==> src/rtl/button_pkg.sv <==
// -----------------------------------------------------------------------------
// button_pkg
// Shared definitions for the push-button conditioner:
//   - btn_state_e : debounce FSM states
//   - DEFAULT_DEBOUNCE_CYCLES   : 10 ms at the 128 MHz fabric clock
//   - DEFAULT_LONG_PRESS_CYCLES : 1 s at the 128 MHz fabric clock
// -----------------------------------------------------------------------------
package button_pkg;

  typedef enum logic [1:0] {
    RELEASED     = 2'd0,
    PRESS_PEND   = 2'd1,
    PRESSED      = 2'd2,
    RELEASE_PEND = 2'd3
  } btn_state_e;

  localparam int unsigned DEFAULT_DEBOUNCE_CYCLES   = 32'd1_280_000;
  localparam int unsigned DEFAULT_LONG_PRESS_CYCLES = 32'd128_000_000;

endpackage : button_pkg

==> src/rtl/sync_2ff.sv <==
// -----------------------------------------------------------------------------
// sync_2ff
// Generic two-flop synchroniser for asynchronous input pins.
// Parameters:
//   WIDTH     : number of independent bits synchronised
//   RESET_VAL : value loaded into both flop stages on reset
// Ports:
//   clk_i : destination clock
//   rst_i : synchronous active-high reset
//   d_i   : asynchronous input
//   q_o   : synchronised output (two destination-clock cycles of latency)
// -----------------------------------------------------------------------------
module sync_2ff #(
  parameter int unsigned      WIDTH     = 1,
  parameter logic [WIDTH-1:0] RESET_VAL = '0
) (
  input  logic             clk_i,
  input  logic             rst_i,
  input  logic [WIDTH-1:0] d_i,
  output logic [WIDTH-1:0] q_o
);

  logic [WIDTH-1:0] meta_q;
  logic [WIDTH-1:0] sync_q;

  always_ff @(posedge clk_i) begin
    if (rst_i) begin
      meta_q <= RESET_VAL;
      sync_q <= RESET_VAL;
    end else begin
      meta_q <= d_i;
      sync_q <= meta_q;
    end
  end

  assign q_o = sync_q;

endmodule : sync_2ff

==> src/rtl/button_debounce.sv <==
// -----------------------------------------------------------------------------
// button_debounce
// Debounced push-button conditioner: synchronises the raw pin, filters contact
// bounce with a stability counter and produces a clean level plus one-cycle
// press / release / long-press pulses. All outputs are registered.
// Parameters:
//   DEBOUNCE_CYCLES   : stable cycles needed to accept a new level (>= 2)
//   LONG_PRESS_CYCLES : cycles held before long_press_pulse (> DEBOUNCE_CYCLES)
//   ACTIVE_LOW        : 1 = pin reads 0 when pressed
// Ports:
//   clk_128M         : 128 MHz clock, sole clock domain
//   rst              : synchronous active-high reset
//   btn_in           : raw asynchronous button pin
//   btn_level        : debounced state, 1 = pressed
//   press_pulse      : one-cycle pulse on accepted press
//   release_pulse    : one-cycle pulse on accepted release
//   long_press_pulse : one-cycle pulse once per press after the hold time
// Build option:
//   BUTTON_DEBOUNCE_LONG_PRESS_EN : when defined, the hold counter and
//   long_press_pulse logic are built; otherwise long_press_pulse is tied 0.
// -----------------------------------------------------------------------------
module button_debounce
  import button_pkg::*;
#(
  parameter int unsigned DEBOUNCE_CYCLES   = DEFAULT_DEBOUNCE_CYCLES,
  parameter int unsigned LONG_PRESS_CYCLES = DEFAULT_LONG_PRESS_CYCLES,
  parameter bit          ACTIVE_LOW        = 1'b1
) (
  input  logic clk_128M,
  input  logic rst,
  input  logic btn_in,
  output logic btn_level,
  output logic press_pulse,
  output logic release_pulse,
  output logic long_press_pulse
);

  localparam int unsigned   DB_W    = $clog2(DEBOUNCE_CYCLES);
  localparam logic [DB_W-1:0] DB_LAST = DB_W'(DEBOUNCE_CYCLES - 1);

  if (DEBOUNCE_CYCLES < 2 || LONG_PRESS_CYCLES <= DEBOUNCE_CYCLES) begin : g_bad_cfg
    $error("button_debounce: need DEBOUNCE_CYCLES >= 2 and LONG_PRESS_CYCLES > DEBOUNCE_CYCLES");
  end

  // Polarity is normalised before the synchroniser (a constant XOR is a plain
  // inverter or wire), so the flops reset to 0 = released for either polarity.
  logic btn_sync;

  sync_2ff #(
    .WIDTH    (1),
    .RESET_VAL(1'b0)
  ) u_sync (
    .clk_i(clk_128M),
    .rst_i(rst),
    .d_i  (btn_in ^ ACTIVE_LOW),
    .q_o  (btn_sync)
  );

  btn_state_e      state_q, state_d;
  logic [DB_W-1:0] db_cnt_q, db_cnt_d;
  logic            level_q, level_d;
  logic            press_q, press_d;
  logic            release_q, release_d;

  // State register
  always_ff @(posedge clk_128M) begin
    if (rst) begin
      state_q   <= RELEASED;
      db_cnt_q  <= '0;
      level_q   <= 1'b0;
      press_q   <= 1'b0;
      release_q <= 1'b0;
    end else begin
      state_q   <= state_d;
      db_cnt_q  <= db_cnt_d;
      level_q   <= level_d;
      press_q   <= press_d;
      release_q <= release_d;
    end
  end

  // Next-state logic. The counter is cleared on entry to a pending state, so
  // the entry cycle plus DEBOUNCE_CYCLES further matching samples are needed.
  always_comb begin
    state_d  = state_q;
    db_cnt_d = db_cnt_q;
    unique case (state_q)
      RELEASED: begin
        if (btn_sync) begin
          state_d  = PRESS_PEND;
          db_cnt_d = '0;
        end
      end
      PRESS_PEND: begin
        if (!btn_sync)               state_d  = RELEASED;
        else if (db_cnt_q == DB_LAST) state_d = PRESSED;
        else                          db_cnt_d = db_cnt_q + 1'b1;
      end
      PRESSED: begin
        if (!btn_sync) begin
          state_d  = RELEASE_PEND;
          db_cnt_d = '0;
        end
      end
      RELEASE_PEND: begin
        if (btn_sync)                 state_d  = PRESSED;
        else if (db_cnt_q == DB_LAST) state_d  = RELEASED;
        else                          db_cnt_d = db_cnt_q + 1'b1;
      end
      default: state_d = RELEASED;
    endcase
  end

  // Output logic: pulses only on the accepting transitions, so a bounce back
  // from a pending state never produces a pulse.
  always_comb begin
    press_d   = (state_q == PRESS_PEND)   && (state_d == PRESSED);
    release_d = (state_q == RELEASE_PEND) && (state_d == RELEASED);
    level_d   = (state_d == PRESSED) || (state_d == RELEASE_PEND);
  end

  assign btn_level     = level_q;
  assign press_pulse   = press_q;
  assign release_pulse = release_q;

`ifdef BUTTON_DEBOUNCE_LONG_PRESS_EN
  localparam int unsigned       HOLD_W    = $clog2(LONG_PRESS_CYCLES + 1);
  localparam logic [HOLD_W-1:0] HOLD_MAX  = HOLD_W'(LONG_PRESS_CYCLES);
  localparam logic [HOLD_W-1:0] HOLD_FIRE = HOLD_W'(LONG_PRESS_CYCLES - 1);

  logic [HOLD_W-1:0] hold_q, hold_d;
  logic              long_flag_q, long_flag_d;
  logic              long_q, long_d;

  // The hold counter keeps running through a rejected release bounce. The
  // fire test uses >= so a threshold crossed while in RELEASE_PEND still
  // fires on return to PRESSED; the sticky flag limits it to once per press.
  always_comb begin
    hold_d      = hold_q;
    long_flag_d = long_flag_q;
    long_d      = (state_q == PRESSED) && !long_flag_q && (hold_q >= HOLD_FIRE);
    if (press_d) begin
      hold_d      = '0;
      long_flag_d = 1'b0;
    end else begin
      if ((state_q == PRESSED || state_q == RELEASE_PEND) && hold_q != HOLD_MAX)
        hold_d = hold_q + 1'b1;
      if (long_d)
        long_flag_d = 1'b1;
    end
  end

  always_ff @(posedge clk_128M) begin
    if (rst) begin
      hold_q      <= '0;
      long_flag_q <= 1'b0;
      long_q      <= 1'b0;
    end else begin
      hold_q      <= hold_d;
      long_flag_q <= long_flag_d;
      long_q      <= long_d;
    end
  end

  assign long_press_pulse = long_q;
`else
  assign long_press_pulse = 1'b0;
`endif

endmodule : button_debounce

==> config.mk <==
export PLATFORM = sky130hd
export DESIGN_NAME = button_debounce
export DESIGN_NICKNAME = d
export VERILOG_FILES = /design/src/rtl/button_pkg.sv /design/src/rtl/sync_2ff.sv /design/src/rtl/button_debounce.sv
export SDC_FILE = /design/constraint.sdc
export NUM_CORES = 1
export LEC_CHECK = 0
export CELL_PAD_IN_SITES_DETAIL_PLACEMENT = 1
export CELL_PAD_IN_SITES_GLOBAL_PLACEMENT = 2
export CORE_ASPECT_RATIO = 1.1
export CORE_MARGIN = 2
export CORE_UTILIZATION = 36
export DETAILED_ROUTE_END_ITERATION = 8
export GPL_ROUTABILITY_DRIVEN = 0
export PLACE_DENSITY = 0.75
export SLEW_MARGIN = 20
export SYNTH_ARGS = -nofsm -noshare
export SYNTH_HDL_FRONTEND = slang
export SYNTH_HIERARCHICAL = 1
export SYNTH_SLANG_ARGS = --single-unit
==> constraint.sdc <==
create_clock -name clk_128M -period 2.53 [get_ports clk_128M]
set_input_delay 0.506 -clock clk_128M [delete_from_list [all_inputs] [get_ports clk_128M]]
set_output_delay 0.506 -clock clk_128M [all_outputs]
set_load 0.01 [all_outputs]
### After elaboration in Yosys (flattened, before gate mapping)

Index checks and enable logic that the tools add are counted.

| cells by class | value |
|---|---|
| add/sub/neg operators | 1 |
| multiply operators | 0 |
| divide/modulo/power cells | 0 |
| order comparisons | 0 |
| eq/ne operators | 10 |
| shift operators | 0 |
| multiplexer cells | 13 |
| bitwise gates (word level) | 1 |
| reductions and logical operators | 6 |

Operators by type and width:

| cell | count |
|---|---|
| $mux W21 | 5 |
| $pmux W21 S4 | 1 |
| $add A21 B1 Y21 const B | 1 |
| $eq A21 B21 Y1 const B | 1 |
| $mux W2 | 6 |
| $eq A2 B2 Y1 const B | 4 |
| $pmux W2 S4 | 1 |
| $logic_not A2 Y1 | 2 |
| $ne A2 B1 Y1 const B | 2 |
| $ne A2 B2 Y1 const B | 2 |
| $reduce_and A4 Y1 | 1 |
| $eq A2 B1 Y1 const B | 1 |
| $logic_and A1 B1 Y1 | 2 |
| $logic_or A1 B1 Y1 | 1 |
| $not A1 Y1 | 1 |

| word-level totals | value |
|---|---|
| flip-flop bits (word level) | 28 |
| latch bits | 0 |
| memory bits (writable) | 0 |
| memory bits (read-only) | 0 |
| input port bits | 3 |
| output and inout bits | 4 |
| logic and storage cells | 38 |
| memories kept | 0 |

### Longest topological paths before layout

Gate-level depths: netlist (run 1).

| depth | value |
|---|---|
| depth in word-level cells | 6 |
| mapped depth | 7 |
| mapped depth without buffers | 6 |

### Modules after synthesis

The synthesis (run 1) kept the hierarchy.

By module, submodules not included:

| module | times used | cells an instance | area an instance (um2) | seq. area each (um2) |
|---|---|---|---|---|
| button_debounce | 1 | 142 | 1248.7 | 520.5 |
| sync_2ff | 1 | 4 | 52.6 | 40.0 |

### Worst setup path after synthesis (run 1)

Ideal clock, no wire load.

| path | value |
|---|---|
| kind | register to register |
| from | reg db_cnt_q[0] |
| to | reg db_cnt_q[18] |
| setup time | 0.121 ns |
| arrival | 1.835 ns |
| data required time | 2.409 ns |
| setup slack | 0.574 ns |
| stages on the path, launching flop included | 8 |
| buffers on the path | 1 |
| period minus slack after synthesis | 1.956 ns |
| cell sequence | dfxtp_1 ha_1 nand4_1 or2_1 buf_2 nor4_2 and3_1 mux2_2 |

| on the way | value |
|---|---|
| longest elaborated chain between the ends | 4 |
| elaborated cells between the ends (all ways) | 6 |
| classes of those cells | add/sub: 1; eq/ne: 1; mux: 4 |

Ends and longest elaborated chain:

| what | line | RTL |
|---|---|---|
| from (decl) | button_debounce.sv:60 | `logic [DB_W-1:0] db_cnt_q, db_cnt_d;` |
| from (signal assigned) | button_debounce.sv:75 | `db_cnt_q <= db_cnt_d;` |
| $add A21 B1 Y21 / $eq A21 B21 Y1 (equally long branches) | - |  |
| $mux W21 (*) | button_debounce.sv:96, button_debounce.sv:107 |  |
| $mux W21 (on tied branches) | button_debounce.sv:106, button_debounce.sv:95 |  |
| $pmux W21 S4 (*) | button_debounce.sv:87 | `unique case (state_q)` |

Mark *: on every way between the ends. The rest lies on a longest branch, timed or not. The select of a mux whose other input is x is not followed.
A chain may end at the register's enable or synchronous reset.

### Worst setup path in the final report (run 1)

Ends and elaborated chain as after synthesis.

==> metrics, run 1 <==
status=complete, no violations; layout cells sized above 1=0.0850; Final setup viols=0; Worst-Skew Late Latency=0.33 ns; Post-CTS Setup Inserts=0; Yosys cell types=36; Synth Area per Inst=8.91 sq um; first-pass GRT wire length=5.18 mm; Tot Pwr=694 uW; worst-path maximum fanout=8; number of hold buffers added after cts=0; num ports=7; CTS tree=built; Mapped Cells=146; WHS Endpoint=u_sync/q_o; cts repair resizes=0; setup TNS=0 ns; Avg WL per Cell=14.0 microns; die area=4110 sq um; Slew Viols, Final=0; pin count of the biggest net entering global routing=16; DIE HEIGHT=67.1 microns; core area=3390 sq um; post-synthesis sequential area ratio=0.431; CTS max path bufs=2; critical path depth in cells=6; Critical Path RT=2.77 ns; H-tree depth=1; minimum clock period after layout=2.11 ns; Initial Util=0.384; initial antenna violation count=0; via count=1,035; critical path startpoint category=flop; antenna diode count=0; FFs w/ async S/R, synth=0; CP max stage delay=0.42 ns; critical path arrival=2.35 ns; Period Utilization, post-route=0.836; total track usage=0.168; TritonRoute pass-1 iters=4; FMAX=473 MHz; final wirelength=2.82 mm; worst vdd ir=0.231 mV; gr ovfl total=0; Post-Syn Nets=150; FF+latch count, synth=28; final core occ=0.426; Crit-path slowest cell=dfxtp_1; CTS sink count=28; routed vias/inst=5.15; DP Wirelength=2.18 mm; nature of the critical path endpoint=flop; clk root buf=clkbuf_4; Ys Warns=6; layout overhead on the synthesized area=10.9%; Slew @ Worst Pin=0.803 ns; MaxCap Viol Count=0; Final Hold Viols=0; Worst-path clk slew=0.15 ns; critical path's top delay family=simple AND/OR/NAND/NOR gates; Reg2Reg Launch Point=db_cnt_q[0]; Worst Reg-to-Reg Cells=6; Slew Limit Headroom=0.461; vias in the first global route=1,058; Num CTS Buffers=3; PD cells=481 nW/um^2; Post-Syn Area=1300 sq um; launch point of the worst hold path=u_sync/meta_q; First DRT Iteration DRCs=40; die width=61.3 microns; ANT nets after route=0; Hold/Removal Path Class=flop to flop; CP Class=flop to flop; setup slack, reg-to-reg=0.42 ns; FP Rows=22; RSZ-0062 raised after global routing=no; worst hold stages=1; Primary FF master, synth=dfxtp_1; # DRC=0; reg2reg end=db_cnt_q[18]; final worst clock skew=0.00222 ns; CP Buf/Inv Count=0; IO buf count=5; Static Leak=0.000470 uW; Post-synth EDFFs=0; Layout Nets=158; crit-path cells=ha_1 > nand4_1 > or2_1 > nor4_2 > and3_1 > mux2_2
==> how the worst max path moves through the flow <==
stage	from	to	slack, ns
final	db_cnt_q[0]	db_cnt_q[18]	0.42
after floorplan	db_cnt_q[0]	db_cnt_q[18]	0.57
after global routing	db_cnt_q[0]	db_cnt_q[18]	0.29
after global placement	rst	db_cnt_q[2]	0.50
after CTS	db_cnt_q[0]	db_cnt_q[18]	0.40
after detailed placement	db_cnt_q[0]	db_cnt_q[18]	0.42
==> Yosys cell counts, types with 4 or more instances <==
cell type  instances  area, sq um
a21oi_1            9         45.0
and4_1             4         35.0
buf_2              4         20.0
dfxtp_1           28          561
inv_1              4         15.0
nand2_1            8         30.0
nand3_1            5         25.0
nand4_1            8         50.1
nor2_1            21         78.8
o21ai_0            5         25.0
xnor2_1           12          105
xor2_1             5         43.8
==> report_power, final <==
| group | total, uW | internal (uW) | switching (uW) |
|---|---|---|---|
| clock network | 220 | 88.2 | 132 |
| registers | 447 | 444 | 2.58 |
| logic | 27.1 | 10.1 | 17.0 |
==> kinds of logic (layout without fill, tap and decap cells) <==
group | Yosys count | count (layout) | share of synthesized area
buffers and inverters | 9 | 16 | 0.0327
XOR/XNOR | 18 | 18 | 0.127
multiplexers | 1 | 1 | 0.00865
AND/OR/NAND/NOR | 67 | 67 | 0.290
adder cells (fa/ha/maj) | 1 | 1 | 0.00961
flip-flops | 28 | 28 | 0.431
other | 1 | 1 | 0.00288
AO/OA/AOI/OAI | 21 | 21 | 0.0981
==> sequential cells by signal, summed over array words and instances, names as in the netlist <==
name and flops:
u_sync/meta_q 1, db_cnt_q 21, press_pulse 1, btn_level 1
state_q 2, u_sync/q_o 1, release_pulse 1
==> per-stage QoR <==
stage               cells  hold slack (ns)  area (sq um)  setup WS [ns]
detailed placement    197            0.436          1410          0.423
floorplan             146            0.414          1300          0.574
global placement      197            0.427          1410          0.496
finish                201            0.462          1440          0.415
CTS                   201            0.463          1440          0.397
global route          201            0.484          1440          0.291
==> final cells by class <==
class	count	area, sq um
repair buffers	8	72.6
inverters	4	15.0
fillers	420	1940
well taps	48	60.1
clock buffers	4	36.3
multi-input cells	109	698
flip-flops and latches	28	561
==> layout by cell type (no fill, tap or decap), drive strengths merged, types with 2 or more instances in the layout <==
cell type	count
dfxtp	28
nor2	22
xnor2	12
a21oi	9
nand4	9
nand2	8
xor2	6
nand3	5
o21ai	5
clkdlybuf4s50	5
inv	4
and4	4
clkbuf	4
nor3	3
a211oi	3
buf	3
nor4	3
nor4b	2
a311oi	2
and3	2
nor2b	2
==> per-layer routing <==
layer | global-route usage | up-vias | part of all wire
li1 | - | 531 | -
met1 | 0.242 | 491 | 0.52
met2 | 0.247 | 9 | 0.44
met3 | 0.0291 | 4 | 0.019
met4 | 0.0571 | 0 | 0.013
met5 | 0 | - | 0
(Power assumes the default switching activity.)
==> inputs of run 2 (changes only) <==
- clock period: 2.53 -> 2.11 ns (I/O delays scaled with it)
==> metrics, run 2 (synthesis gave the netlist of run 1 again) <==
first-pass GRT wire length=5.26 mm (was 5.18 mm); Worst-Skew Late Latency=0.33 ns (about the same); DP Wirelength=2.26 mm (was 2.18 mm); vias in the first global route=1,126 (was 1,058); die width=61.3 microns (unchanged); routed vias/inst=5.10 (was 5.15); Fillers=411 (was 420); critical path arrival=2.21 ns (was 2.35 ns); status=complete, no violations (unchanged); Tot Pwr=834 uW (was 694 uW); CTS tree=built (unchanged); largest reg by FF count=db_cnt_q (unchanged); Hold/Removal Path Class=flop to flop (unchanged); Critical Path RT=2.35 ns (was 2.77 ns); num ports=7 (unchanged); die area=4110 sq um (unchanged); final worst clock skew=0.00413 ns (was 0.00222 ns); FMAX=507 MHz (was 473 MHz); setup slack, reg-to-reg=0.14 ns (was 0.42 ns); layout cells sized above 1=0.138 (was 0.0850); Final Hold Viols=0 (unchanged); TritonRoute pass-1 iters=4 (unchanged); Static Leak=0.000504 uW (was 0.000470 uW); CTS sink count=28 (unchanged); launch point of the worst hold path=u_sync/meta_q (unchanged); DIE HEIGHT=67.1 microns (unchanged); Slew Limit Headroom=0.536 (was 0.461); Layout Nets=165 (was 158); via count=1,060 (was 1,035); minimum clock period after layout=1.97 ns (was 2.11 ns); FP Rows=22 (unchanged); WHS Endpoint=u_sync/q_o (unchanged); max FFs per register=21 (unchanged); First DRT Iteration DRCs=34 (was 40); met3 Resource Use GR=0.0252 (was 0.0291); CTS max path bufs=2 (unchanged); IO buf count=5 (unchanged); Worst-path clk slew=0.15 ns (about the same); worst hold stages=1 (unchanged); CP Class=flop to flop (unchanged); reg2reg end=db_cnt_q[18] (unchanged); final wirelength=2.97 mm (was 2.82 mm); core area=3390 sq um (unchanged); Worst Reg-to-Reg Cells=6 (unchanged); final core occ=0.445 (was 0.426); Largest regs=db_cnt_q: 21 flops, state_q: 2 flops (unchanged); gr ovfl total=0 (unchanged); Reg2Reg Launch Point=db_cnt_q[0] (unchanged); Avg WL per Cell=14.3 microns (was 14.0 microns); # DRC=0 (unchanged); layout overhead on the synthesized area=15.8% (was 10.9%); initial antenna violation count=0 (unchanged); RSZ-0062 raised after global routing=no (unchanged); H-tree depth=1 (unchanged); met2 Usage GRT=0.275 (was 0.247); critical path startpoint category=flop (unchanged); commonest non-fill, non-tap cells in the layout=26 x dfxtp_1, 21 x nor2_1, 12 x xnor2_1, 10 x buf_4, 9 x a21oi_1 (was 28 x dfxtp_1, 21 x nor2_1, 12 x xnor2_1, 9 x a21oi_1); antenna diode count=0 (unchanged); Slew @ Worst Pin=0.692 ns (was 0.803 ns); Final setup viols=0 (unchanged); clk root buf=clkbuf_4 (unchanged); MaxCap Viol Count=0 (unchanged); Initial Util=0.384 (unchanged); total track usage=0.172 (was 0.168); nature of the critical path endpoint=flop (unchanged); worst vdd ir=0.232 mV (was 0.231 mV); PD cells=554 nW/um^2 (was 481 nW/um^2); GR Util met1=0.229 (was 0.242); most common cell after layout, fill and taps aside=dfxtp_1 (unchanged); Slew Viols, Final=0 (unchanged); worst-path maximum fanout=4 (was 8); GR peak layer=met2 (unchanged); ANT nets after route=0 (unchanged); setup TNS=0 ns (unchanged); Num CTS Buffers=3 (unchanged); Post-CTS Setup Inserts=0 (unchanged); pin count of the biggest net entering global routing=16 (unchanged); Period Utilization, post-route=0.936 (was 0.836)
run 2: cell count changes in the layout (fill, tap and decap cells not counted):
cell	change
buf_4	+7
dfxtp_1	-2
dfxtp_2	+2
nor4_2	-1
nor4_4	+1
run 2: worst max-delay path by stage:
stage                           start            to  slack [ns]  depth (start not counted)
after floorplan           db_cnt_q[0]  db_cnt_q[18]        0.15                          7
after global placement    db_cnt_q[0]  db_cnt_q[18]        0.17                          6
after detailed placement  db_cnt_q[0]  db_cnt_q[18]        0.07                          6
after CTS                 db_cnt_q[0]  db_cnt_q[18]        0.04                          6
after global routing      db_cnt_q[0]  db_cnt_q[18]        0.02                          6
final                     db_cnt_q[0]  db_cnt_q[18]        0.14                          6
run 2: timing repair:
item                                    CTS  global route
endpoints found under the setup margin    0             1
hold buffers                              0             0
resized for setup                         0             3
run 2: per-layer routing:
layer,part of all wire,wire length [microns]
met2,0.48,1420
met4,0.017,49
met1,0.48,1440
met5,0,0
met3,0.020,58
run 2: critical path: stages (launching register included):
cell and delay, ns:
dfxtp_2 0.39, ha_1 0.22, nand4_1 0.12, or2_1 0.29
nor4_4 0.33, and3_1 0.20, mux2_2 0.33
run 2: final cells by class:
cell class | instances | area (sq um) | area share
sequential | 28 | 563 | 0.374
clock buffer | 4 | 36.3 | 0.0241
tap | 48 | 60.1 | 0.0399
multi-input combinational | 109 | 707 | 0.469
timing repair buffer | 15 | 125 | 0.0831
inverter | 4 | 15.0 | 0.00997
run 2: where the power goes:
group	total (uW)	switching [uW]	leakage, uW	internal [uW]
sequential	536	3.38	0.000227	532
clock	261	156	0.0000210	106
combinational	36.7	20.8	0.000256	16.0
run 2: stage by stage:
step | hold slack, ns | std cells | worst slack, ns | cell area, sq um
2_1_floorplan | 0.414 | 146 | 0.154 | 1300
3_3_place_gp | 0.428 | 204 | 0.170 | 1460
3_5_place_dp | 0.439 | 204 | 0.0695 | 1460
4_1_cts | 0.467 | 208 | 0.0425 | 1500
5_1_grt | 0.478 | 208 | 0.0220 | 1510
6_report | 0.464 | 208 | 0.136 | 1510
